<file path="src/rtl/uart_frame_tx.sv">
// Serial frame transmitter: buffers words in a small FIFO and sends each one as
// start bit, data LSB-first, parity bit, stop bit, at one bit per clock.
module uart_frame_tx #(
    parameter int DATA_WIDTH = 8,
    parameter int FIFO_DEPTH = 4,
    parameter bit PARITY_ODD = 1'b0
) (
    input  logic                  clk,
    input  logic                  arst_n,
    input  logic                  s_valid,
    input  logic [DATA_WIDTH-1:0] s_data,
    output logic                  s_ready,
    output logic                  out,
    output logic                  busy,
    output logic                  done
);

    localparam int PTR_W = $clog2(FIFO_DEPTH);
    localparam int CNT_W = $clog2(FIFO_DEPTH) + 1;
    localparam int BIT_W = $clog2(DATA_WIDTH) + 1;
    localparam logic [CNT_W-1:0] FULL_COUNT = CNT_W'(FIFO_DEPTH);
    localparam logic [BIT_W-1:0] LAST_BIT   = BIT_W'(DATA_WIDTH - 1);

    typedef enum logic [2:0] {
        S_IDLE,
        S_START,
        S_DATA,
        S_PARITY,
        S_STOP
    } state_e;

    // ------------------------------------------------------------------
    // Input FIFO
    // ------------------------------------------------------------------
    logic [DATA_WIDTH-1:0] mem_q [FIFO_DEPTH];
    logic [PTR_W-1:0]      wr_ptr_q, wr_ptr_d;
    logic [PTR_W-1:0]      rd_ptr_q, rd_ptr_d;
    logic [CNT_W-1:0]      count_q, count_d;
    logic                  ready_en_q;
    logic                  push;
    logic                  pop;
    logic                  fifo_empty;
    logic [DATA_WIDTH-1:0] fifo_head;

    assign fifo_empty = (count_q == '0);
    assign fifo_head  = mem_q[rd_ptr_q];
    // ready_en_q holds s_ready low through reset and opens it on the first edge after release.
    assign s_ready    = ready_en_q && (count_q != FULL_COUNT);
    assign push       = s_valid && s_ready;

    always_comb begin
        // NOTE: every always_comb output gets a default first so no path can infer a latch.
        wr_ptr_d = wr_ptr_q;
        rd_ptr_d = rd_ptr_q;
        count_d  = count_q;
        if (push) begin
            wr_ptr_d = wr_ptr_q + PTR_W'(1);
        end
        if (pop) begin
            rd_ptr_d = rd_ptr_q + PTR_W'(1);
        end
        case ({push, pop})
            2'b10:   count_d = count_q + CNT_W'(1);
            2'b01:   count_d = count_q - CNT_W'(1);
            default: count_d = count_q;
        endcase
    end

    // NOTE: the storage array is deliberately not reset; count and pointers alone define its contents.
    always_ff @(posedge clk) begin
        if (push) begin
            mem_q[wr_ptr_q] <= s_data;
        end
    end

    // ------------------------------------------------------------------
    // Frame FSM
    // ------------------------------------------------------------------
    state_e                state_q, state_d;
    logic [DATA_WIDTH-1:0] shift_q, shift_d;
    logic                  par_q, par_d;
    logic [BIT_W-1:0]      bit_cnt_q, bit_cnt_d;
    logic                  out_q, out_d;
    logic                  busy_q, busy_d;
    logic                  done_q, done_d;

    // Line outputs are computed from the current state and registered, so they trail the state by one cycle.
    always_comb begin
        state_d   = state_q;
        shift_d   = shift_q;
        par_d     = par_q;
        bit_cnt_d = bit_cnt_q;
        pop       = 1'b0;
        out_d     = 1'b1;
        busy_d    = 1'b1;
        done_d    = 1'b0;

        unique case (state_q)
            S_IDLE: begin
                busy_d = 1'b0;
                if (!fifo_empty) begin
                    pop     = 1'b1;
                    state_d = S_START;
                end
            end
            S_START: begin
                out_d     = 1'b0;
                bit_cnt_d = '0;
                state_d   = S_DATA;
            end
            S_DATA: begin
                out_d     = shift_q[0];
                shift_d   = shift_q >> 1;
                bit_cnt_d = bit_cnt_q + BIT_W'(1);
                if (bit_cnt_q == LAST_BIT) begin
                    state_d = S_PARITY;
                end
            end
            S_PARITY: begin
                out_d   = par_q;
                state_d = S_STOP;
            end
            S_STOP: begin
                done_d = 1'b1;
                if (!fifo_empty) begin
                    pop     = 1'b1;
                    state_d = S_START;
                end else begin
                    state_d = S_IDLE;
                end
            end
            default: begin
                state_d = S_IDLE;
            end
        endcase

        if (pop) begin
            shift_d = fifo_head;
            par_d   = (^fifo_head) ^ PARITY_ODD;
        end
    end

    // NOTE: sequential state uses non-blocking assignments so every register samples pre-edge values.
    always_ff @(posedge clk) begin
        if (!arst_n) begin
            state_q    <= S_IDLE;
            shift_q    <= '0;
            par_q      <= 1'b0;
            bit_cnt_q  <= '0;
            out_q      <= 1'b1;
            busy_q     <= 1'b0;
            done_q     <= 1'b0;
            wr_ptr_q   <= '0;
            rd_ptr_q   <= '0;
            count_q    <= '0;
            ready_en_q <= 1'b0;
        end else begin
            state_q    <= state_d;
            shift_q    <= shift_d;
            par_q      <= par_d;
            bit_cnt_q  <= bit_cnt_d;
            out_q      <= out_d;
            busy_q     <= busy_d;
            done_q     <= done_d;
            wr_ptr_q   <= wr_ptr_d;
            rd_ptr_q   <= rd_ptr_d;
            count_q    <= count_d;
            ready_en_q <= 1'b1;
        end
    end

    assign out  = out_q;
    assign busy = busy_q;
    assign done = done_q;

endmodule

</file>
<file path="config.mk">
export PLATFORM = sky130hd
export DESIGN_NAME = uart_frame_tx
export DESIGN_NICKNAME = d
export VERILOG_FILES = /design/src/rtl/uart_frame_tx.sv
export SDC_FILE = /design/constraint.sdc
export NUM_CORES = 1
export LEC_CHECK = 0
export ABC_CLOCK_PERIOD_IN_PS = 2100
export CAP_MARGIN = 25
export CORE_UTILIZATION = 40
export CTS_BUF_LIST = sky130_fd_sc_hd__clkbuf_4 sky130_fd_sc_hd__clkbuf_8
export DETAILED_ROUTE_END_ITERATION = 12
export PLACE_DENSITY_LB_ADDON = 0.1
export SLEW_MARGIN = 20
export SYNTH_ARGS = -nofsm -noshare
export SYNTH_HDL_FRONTEND = slang
export SYNTH_SLANG_ARGS = --single-unit
</file>
<file path="constraint.sdc">
create_clock -name clk -period 2.1 [get_ports clk]
set_input_delay 0.42 -clock clk [delete_from_list [all_inputs] [get_ports clk]]
set_output_delay 0.42 -clock clk [all_outputs]
set_load 0.03 [all_outputs]
</file>
==> metrics.yaml, run 1 <==
synthSimpleGateAreaFrac_pct: 10.1
die-width_um: 81.1
final_common_cell: "edfxtp_1"
r2r-start: "count_q[2]$_SDFFE_PN0P_"
cts_tree: "yes"
synth_ff_type: "edfxtp_1"
cts_root_buf: "clkbuf_8"
grt_pass1_wl_um: 7490
cts_buffers: 9
required_ps: 2360
ios: 15
worst-setup-path-type: "reg2reg"
clkSinkCount: 61
yosysUniqueCellTypes: 32
layout_common_cells: "edfxtp_1 (32), dfxtp_1 (26), nand2_1 (20), nor2_1 (20)"
ant_nets: 0
port_buffers: 14
first_global_vias: 1591
hp-class: "reg2reg"
synthesis.nets: 222
synth_edf_count: 32
dieArea_mm2: 0.00658
hpwl_um: 3100
layout-drive-gt1-share_pct: 22.4
grt-ovfl-total: 0
die_h_um: 81.1
first_pass_iters: 4
critPathLaunchType: "flop"
drcViolationCount: 0
synthArstFlopShare_pct: 0
antenna_found_initial: 0
ys_seq_area_share_pct: 61.6
placed_cell_area_mm2: 0.00280
ys_seq_elements: 61
cp_max_fo: 4
cts.clk_slew.worst_paths_ps: 70
drv_cap: 0
max_freq_mhz: 484
yosys_warnings: 0
post-place-ws_ps: -234
final_net_count: 250
period_share_pct: 98.5
antennaDiodeCount: 0
outcome: "finished, final reports clean"
wirelength_um: 4540
worst_pin_slew_ps: 668
wl_per_cell_um: 14.5
slew_headroom_pct: 55.4
grt_max_degree: 21
period_needed_ps: 2070
grt_use_total_pct: 16.2
via_per_inst: 5.10
ff2ff_path_depth: 10
rows: 28
postSynthCellCount: 204
p_leak_nw: 1.04
p_per_area_mw_per_mm2: 1270
avgSynthCellArea_um2: 12.3
setup_viol: 0
multi_input_area_um2: 911
dp.cells: 293
hold_depth: 2
whs_endpoint: "shift_q[1]$_SDFFE_PN0P_"
design_area_mm2: 0.00303
synth_compound_area_share_pct: 8.40
grt_setup_unrepaired: "yes"
regArea_mm2: 0.00155
synth-adder-area-share_pct: 3.80
arrival_ps: 2330
ir_drop_uv: 486
drt_iter0_markers: 83
clock_path_buffers: 2
dr_total_vias: 1592
rrSetupSlack_ps: 30
worst_slack_ps: 32.0
final_hold_viol_count: 0
holdCritStartpoint: "shift_q[1]$_SDFFE_PN0P_"
htree_levels: 3
r2r_end: "count_q[2]$_SDFFE_PN0P_"
synth_xor_area_share_pct: 4.55
finalClockSkew_ps: 6.53
gp_congestion: 0.791
synth_area_mm2: 0.00250
clk_latency_ps: 340
core-area_mm2: 0.00599
syn_to_final_growth_pct: 21.0
nFillCells: 533
synthMuxAreaShare_pct: 7.20
endpoint_kind: "flop"
synth_top_family_by_area: "simple AND/OR/NAND/NOR gates"
slew_viol_final: 0
initial_core_util_pct: 41.8
fin_cells: 312
## final cells by class
cell class	count	share of cell area, %
sequential	61	51.1
multi-input combinational	119	30.1
timing repair buffer	27	7.81
clock buffer	9	4.09
tap	75	3.10
clock inverter	7	1.90
inverter	14	1.90
## where the power goes
| group | switching (mW) | internal, mW | leakage, nW | total [mW] |
|---|---|---|---|---|
| logic | 0.690 | 0.652 | 0.424 | 1.34 |
| registers | 0.109 | 1.43 | 0.530 | 1.54 |
| clock network | 0.524 | 0.446 | 0.0886 | 0.969 |
## Yosys cell counts (3+ instances only)
master / instances / area, um^2
edfxtp_1: 32 / 961
dfxtp_1: 29 / 581
nand2_1: 20 / 75.1
nor2_1: 20 / 75.1
a21oi_1: 13 / 65.1
inv_1: 13 / 48.8
xnor2_1: 10 / 87.6
mux4_2: 8 / 180
clkbuf_1: 7 / 26.3
ha_1: 6 / 75.1
nor3_1: 6 / 30.0
o21ai_0: 6 / 30.0
a311oi_1: 4 / 35.0
and3_1: 4 / 25.0
xor2_1: 3 / 26.3
## worst max-delay path: stages, from the launching register on
cell	delay (ps)
dfxtp_4	370
buf_4	120
a31oi_4	80
and2_4	170
inv_1	110
ha_4	150
inv_2	30
fa_2	340
xor2_2	160
or3_4	360
a21oi_2	120
## layer usage
metal  wire (um)  GRT usage [%]
met5           0              0
met4          80           7.14
met3         228           7.42
met2        2190           25.5
met1        2040           19.0
## through the flow
step / setup TNS [ps] / total power, mW / hold slack [ps] / utilization (%)
2_1_floorplan: 0 / 2.52 / 448 / -
3_3_place_gp: -177 / 2.83 / 456 / 46.7
3_5_place_dp: -245 / 2.84 / 477 / 46.7
4_1_cts: 0 / 3.82 / 487 / 49.7
5_1_grt: -54.0 / 4.11 / 507 / 50.5
6_report: 0 / 3.85 / 481 / 50.5
## cells by family after synthesis
family | after synthesis
XOR/XNOR | 13
flip-flops | 61
AND/OR/NAND/NOR | 58
multiplexers | 8
adder cells (fa/ha/maj) | 7
AO/OA/AOI/OAI | 33
buffers and inverters | 24
## repair_timing
action                     CTS  global route
gates resized for setup      4             9
pin swaps                    0             3
buffers inserted             0             3
hold buffers                 0             0
setup endpoints to repair    2             1
## state kept, by name, summed over array words and instances (netlist names), named ones only
register	cells
mem_q	32
bit_cnt_q	4
busy	1
wr_ptr_q	2
count_q	3
par_q	1
rd_ptr_q	2
out	1
state_q	3
ready_en_q	1
shift_q	8
done	1
## how the worst max path moves through the flow
| stage | from | end | cells past startpoint | slack, ps |
|---|---|---|---|---|
| 6_report | count_q[2]$_SDFFE_PN0P_ | count_q[2]$_SDFFE_PN0P_ | 10 | 30 |
| 5_1_grt | count_q[2]$_SDFFE_PN0P_ | count_q[2]$_SDFFE_PN0P_ | 10 | -50 |
| 4_1_cts | count_q[2]$_SDFFE_PN0P_ | count_q[2]$_SDFFE_PN0P_ | 9 | 9 |
| 3_5_place_dp | s_valid | count_q[2]$_SDFFE_PN0P_ | 9 | -230 |
| 3_3_place_gp | s_valid | count_q[2]$_SDFFE_PN0P_ | 9 | -180 |
| 2_1_floorplan | count_q[0]$_SDFFE_PN0P_ | count_q[2]$_SDFFE_PN0P_ | 10 | 0.05 |
Note: power is estimated with default switching activity, not from simulation.
==> run 2: changes to the inputs <==
==> constraint.sdc (replaced) <==
create_clock -name clk -period 2.1 [get_ports clk]
set_input_delay 0.21 -clock clk [delete_from_list [all_inputs] [get_ports clk]]
set_output_delay 0.21 -clock clk [all_outputs]
set_load 0.03 [all_outputs]
==> metrics.yaml, run 2 (same netlist as run 1, synthesis figures left out) <==
wl_per_cell_um: 15.4
antennaDiodeCount: 0
ios: 15
top_register: "mem_q"
grt-ovfl-total: 0
clkSinkCount: 61
arrival_ps: 2280
drv_cap: 0
cts_buffers: 9
die-width_um: 81.1
cts_root_buf: "clkbuf_8"
die_h_um: 81.1
finalSetupTns_ps: 0
layout_common_cells: "edfxtp_1 (32), dfxtp_1 (26), nand2_1 (20), nor2_1 (20), clkdlybuf4s50_1 (14)"
wirelength_um: 4770
port_buffers: 14
period_needed_ps: 2020
period_share_pct: 96.1
clk_latency_ps: 340
clock_path_buffers: 2
outcome: "finished, final reports clean"
cts_tree: "yes"
cp_slowest_cell: "dfxtp_4"
p_leak_nw: 1.03
worst_pin_slew_ps: 622
final_net_count: 248
first_global_vias: 1665
layout-drive-gt1-share_pct: 20.0
p_per_area_mw_per_mm2: 1290
via_per_inst: 5.13
final_common_cell: "edfxtp_1"
required_ps: 2360
slew_headroom_pct: 58.5
grt_pass1_wl_um: 7940
syn_to_final_growth_pct: 20.3
path_cells: "nor3_1, or3_4, clkinv_4, ha_4, inv_1, fa_2, xor2_1, or3_1, a21oi_1"
drcViolationCount: 0
hp-class: "reg2reg"
grt_use_total_pct: 17.0
critPathLaunchType: "flop"
htree_levels: 3
final_hold_viol_count: 0
ff2ff_path_depth: 9
cp_max_fo: 3
hpwl_um: 3260
slew_viol_final: 0
grt_max_degree: 21
path_delay_family: "simple AND/OR/NAND/NOR gates"
initial_core_util_pct: 41.8
gp_congestion: 0.722
hold_buffers: 0
finalClockSkew_ps: 6.49
worst-setup-path-type: "reg2reg"
core-area_mm2: 0.00599
critPathBufInv: 2
ir_drop_uv: 452
max_freq_mhz: 495
ant_nets: 0
first_pass_iters: 4
hold_depth: 2
dr_total_vias: 1589
endpoint_kind: "flop"
setup_viol: 0
antenna_found_initial: 0
critPathMaxStageDelay_ps: 370
whs_ps: 472
cts.clk_slew.worst_paths_ps: 70
drt_iter0_markers: 69
dieArea_mm2: 0.00658
grt_setup_unrepaired: "no"
largest_reg_flops: 32
critical_path_depth: 9
rows: 28
reg_top3: "mem_q: 32 flops, shift_q: 8 flops, bit_cnt_q: 4 flops"
[run 2: changes by cell type in the layout (fill, tap and decap cells not counted), sizes merged]
cell	change
bufinv	+1
clkbuf	+1
buf	-2
dlygate4sd2	-1
inv	-4
clkdlybuf4s50	+1
clkinv	+2
[run 2: power by group]
| group | internal [mW] | total (mW) | leakage [nW] | switching, mW |
|---|---|---|---|---|
| Sequential | 1.43 | 1.54 | 0.530 | 0.107 |
| Clock | 0.558 | 1.04 | 0.0957 | 0.478 |
| Combinational | 0.611 | 1.31 | 0.409 | 0.696 |
[run 2: layout make-up]
cell class	instances	area, um^2
Clock inverter	6	63.8
Clock buffer	10	131
Fill cell	523	2980
Timing Repair Buffer	25	223
Tap cell	75	93.8
Multi-Input combinational cell	119	890
Sequential cell	61	1550
Inverter	14	57.6
[run 2: worst paths after layout]
check / startpoint / endpoint / slack (ps)
worst min-delay path: shift_q[7]$_SDFFE_PN0P_ / shift_q[7]$_SDFFE_PN0P_ / 470
worst min register to register: shift_q[7]$_SDFFE_PN0P_ / shift_q[7]$_SDFFE_PN0P_ / 470
worst max-delay path: count_q[2]$_SDFFE_PN0P_ / count_q[2]$_SDFFE_PN0P_ / 80
worst max register to register: count_q[2]$_SDFFE_PN0P_ / count_q[2]$_SDFFE_PN0P_ / 80
[run 2: per-layer routing]
metal | global-route usage, % | wire length [um]
met5 | 0 | 0
met4 | 9.64 | 95
met3 | 5.39 | 160
met2 | 26.6 | 2260
met1 | 20.8 | 2250
[run 2: what timing repair did]
item                                    4_1_cts  5_1_grt
resized for setup                             6        3
buffers inserted                              0        2
pin swaps                                     0        1
endpoints found under the setup margin        2        1
[run 2: worst register-to-register path, stage by stage (launching register included)]
cell and delay [ps]:
dfxtp_4 370, nor3_1 70, or3_4 350, clkinv_4 70, ha_4 120, inv_1 50, fa_2 330, xor2_1 160
or3_1 310, a21oi_1 120
[run 2: stage by stage]
step | power [mW] | utilization, % | setup slack (ps) | cell area (um^2) | std cells
final | 3.88 | 50.2 | 81.7 | 3010 | 310
after global routing | 4.12 | 50.2 | 4.65 | 3010 | 310
after CTS | 3.89 | 49.9 | 6.68 | 2990 | 308
after detailed placement | 2.86 | 46.5 | -70.6 | 2790 | 292
after global placement | 2.81 | 46.5 | 14.6 | 2790 | 292
after floorplan | 2.52 | - | 0.0511 | 2540 | 204
==> run 3: changes to the inputs <==
--- a/config.mk
+++ b/config.mk
@@ -10,6 +10,7 @@
 export CORE_UTILIZATION = 40
 export CTS_BUF_LIST = sky130_fd_sc_hd__clkbuf_4 sky130_fd_sc_hd__clkbuf_8
 export DETAILED_ROUTE_END_ITERATION = 12
+export GPL_TIMING_DRIVEN = 0
 export PLACE_DENSITY_LB_ADDON = 0.1
 export SLEW_MARGIN = 20
 export SYNTH_ARGS = -nofsm -noshare
==> metrics.yaml, run 3 (same netlist as run 1, synthesis figures left out) <==
ant_nets: 0
syn_to_final_growth_pct: 22.8
final_common_cell: "edfxtp_1"
dr_total_vias: 1616
dp.cells: 293
pwr-share-seq_pct: 37.8
fin_total_pwr_mw: 4.14
worst-setup-path-type: "reg2reg"
initial_core_util_pct: 41.8
drcViolationCount: 0
whs_endpoint: "shift_q[1]$_SDFFE_PN0P_"
via_per_inst: 5.20
max_freq_mhz: 476
slew_headroom_pct: 47.4
ir_drop_uv: 607
worst_slack_ps: 1.12
core-area_mm2: 0.00599
arrival_ps: 2350
wl_per_cell_um: 15.4
cts_tree: "yes"
power.clock.fraction_pct: 30.3
slew_viol_final: 0
multi_input_area_um2: 898
r2r-start: "count_q[0]$_SDFFE_PN0P_"
first_global_vias: 1582
final_hold_viol_count: 0
outcome: "finished, final reports clean"
ios: 15
rows: 28
hpwl_um: 3360
die_h_um: 81.1
critPathMaxStageDelay_ps: 370
cp_slowest_cell: "dfxtp_4"
swShare_pct: 31.1
top_register: "mem_q"
port_buffers: 14
drt_iter0_markers: 75
reg_top3: "mem_q: 32 flops, shift_q: 8 flops, bit_cnt_q: 4 flops"
layout_common_cells: "edfxtp_1 (32), dfxtp_1 (24), nand2_1 (20), nor2_1 (20), clkdlybuf4s50_1 (14)"
rrSetupSlack_ps: 1
hold_depth: 2
clock_path_buffers: 2
grt-ovfl-total: 0
wirelength_um: 4800
ff2ff_path_depth: 9
die-width_um: 81.1
fin_cells: 311
grt_pass1_wl_um: 7630
regArea_mm2: 0.00155
finalClockSkew_ps: 4.40
gp_congestion: 0.803
final_net_count: 249
post-place-ws_ps: -179
cts.clk_slew.worst_paths_ps: 70
setup_viol: 0
worst_pin_slew_ps: 783
hp-class: "reg2reg"
p_per_area_mw_per_mm2: 1350
cts_buffers: 9
first_pass_iters: 4
largest_reg_flops: 32
drv_cap: 0
antenna_found_initial: 0
period_needed_ps: 2100
nFillCells: 512
cp_max_fo: 3
grt_use_total_pct: 16.3
clkSinkCount: 61
p_leak_nw: 1.05
path_cells: "nor3_2, or3_4, clkinv_8, ha_4, inv_1, fa_2, xor2_1, or3_1, a21oi_2"
holdCritStartpoint: "shift_q[1]$_SDFFE_PN0P_"
clk_latency_ps: 330
grt_setup_unrepaired: "yes"
period_share_pct: 99.9
endpoint_kind: "flop"
p_switching_mw: 1.28
r2r_end: "count_q[2]$_SDFFE_PN0P_"
power.internal_mw: 2.85
critPathLaunchType: "flop"
p_comb_share_pct: 31.8
antennaDiodeCount: 0
cts_root_buf: "clkbuf_8"
required_ps: 2350
layout-drive-gt1-share_pct: 19.1
htree_levels: 3
dieArea_mm2: 0.00658
grt_max_degree: 12
## run 3: critical path: cells and delay by family (launching register included)
family	cells	cell delay [ps]
AO/OA/AOI/OAI	1	130
adder cells (fa/ha/maj)	2	450
buffers and inverters	2	120
flip-flops	1	370
XOR/XNOR	1	160
AND/OR/NAND/NOR	3	800
## run 3: routing by layer
metal	global-route usage [%]	share of wire [%]
met3	6.07	3.8
met4	6.96	0.79
met1	18.5	43
met5	0	0
met2	27.6	52
## run 3: repair_timing
item	in CTS	in global routing
hold endpoints to repair	0	0
resized for setup	13	2
hold buffers	0	0
pin swaps	3	0
setup endpoints to repair	1	1
setup buffers	3	1
cloned	0	0
## run 3: area by class of cell
class | count | area share [%]
Buffer | 8 | 1.55
Inverter | 14 | 2.20
Clock buffer | 10 | 4.28
Clock inverter | 6 | 3.58
Tap cell | 75 | 3.05
Multi-Input combinational cell | 119 | 29.2
Sequential cell | 61 | 50.5
Timing Repair Buffer | 18 | 5.54
## run 3: stage by stage
step / TNS (ps) / util, % / area (um^2) / hold WS (ps)
6_report: 0 / 51.3 / 3070 / 477
5_1_grt: -47.4 / 51.3 / 3070 / 502
4_1_cts: 0 / 51.1 / 3060 / 483
3_5_place_dp: -179 / 46.4 / 2780 / 473
3_3_place_gp: -72.2 / 46.4 / 2780 / 459
2_1_floorplan: 0 / - / 2540 / 238
## run 3: how the worst max path moves through the flow
stage / from / cells after the start / end
2_1_floorplan: count_q[0]$_SDFFE_PN0P_ / 10 / count_q[2]$_SDFFE_PN0P_
3_3_place_gp: state_q[1]$_SDFFE_PN0P_ / 9 / count_q[2]$_SDFFE_PN0P_
3_5_place_dp: count_q[2]$_SDFFE_PN0P_ / 9 / count_q[2]$_SDFFE_PN0P_
4_1_cts: count_q[0]$_SDFFE_PN0P_ / 9 / count_q[2]$_SDFFE_PN0P_
5_1_grt: count_q[2]$_SDFFE_PN0P_ / 9 / count_q[2]$_SDFFE_PN0P_
6_report: count_q[0]$_SDFFE_PN0P_ / 9 / count_q[2]$_SDFFE_PN0P_
## run 3: power groups by stage
stage / sequential, mW / clock [mW] / combinational [mW]
finish: 1.56 / 1.25 / 1.32
global route: 1.58 / 1.33 / 1.44
floorplan: 1.55 / 0 / 0.971
global placement: 1.53 / 0 / 1.23
detailed placement: 1.54 / 0 / 1.28
CTS: 1.56 / 1.28 / 1.31
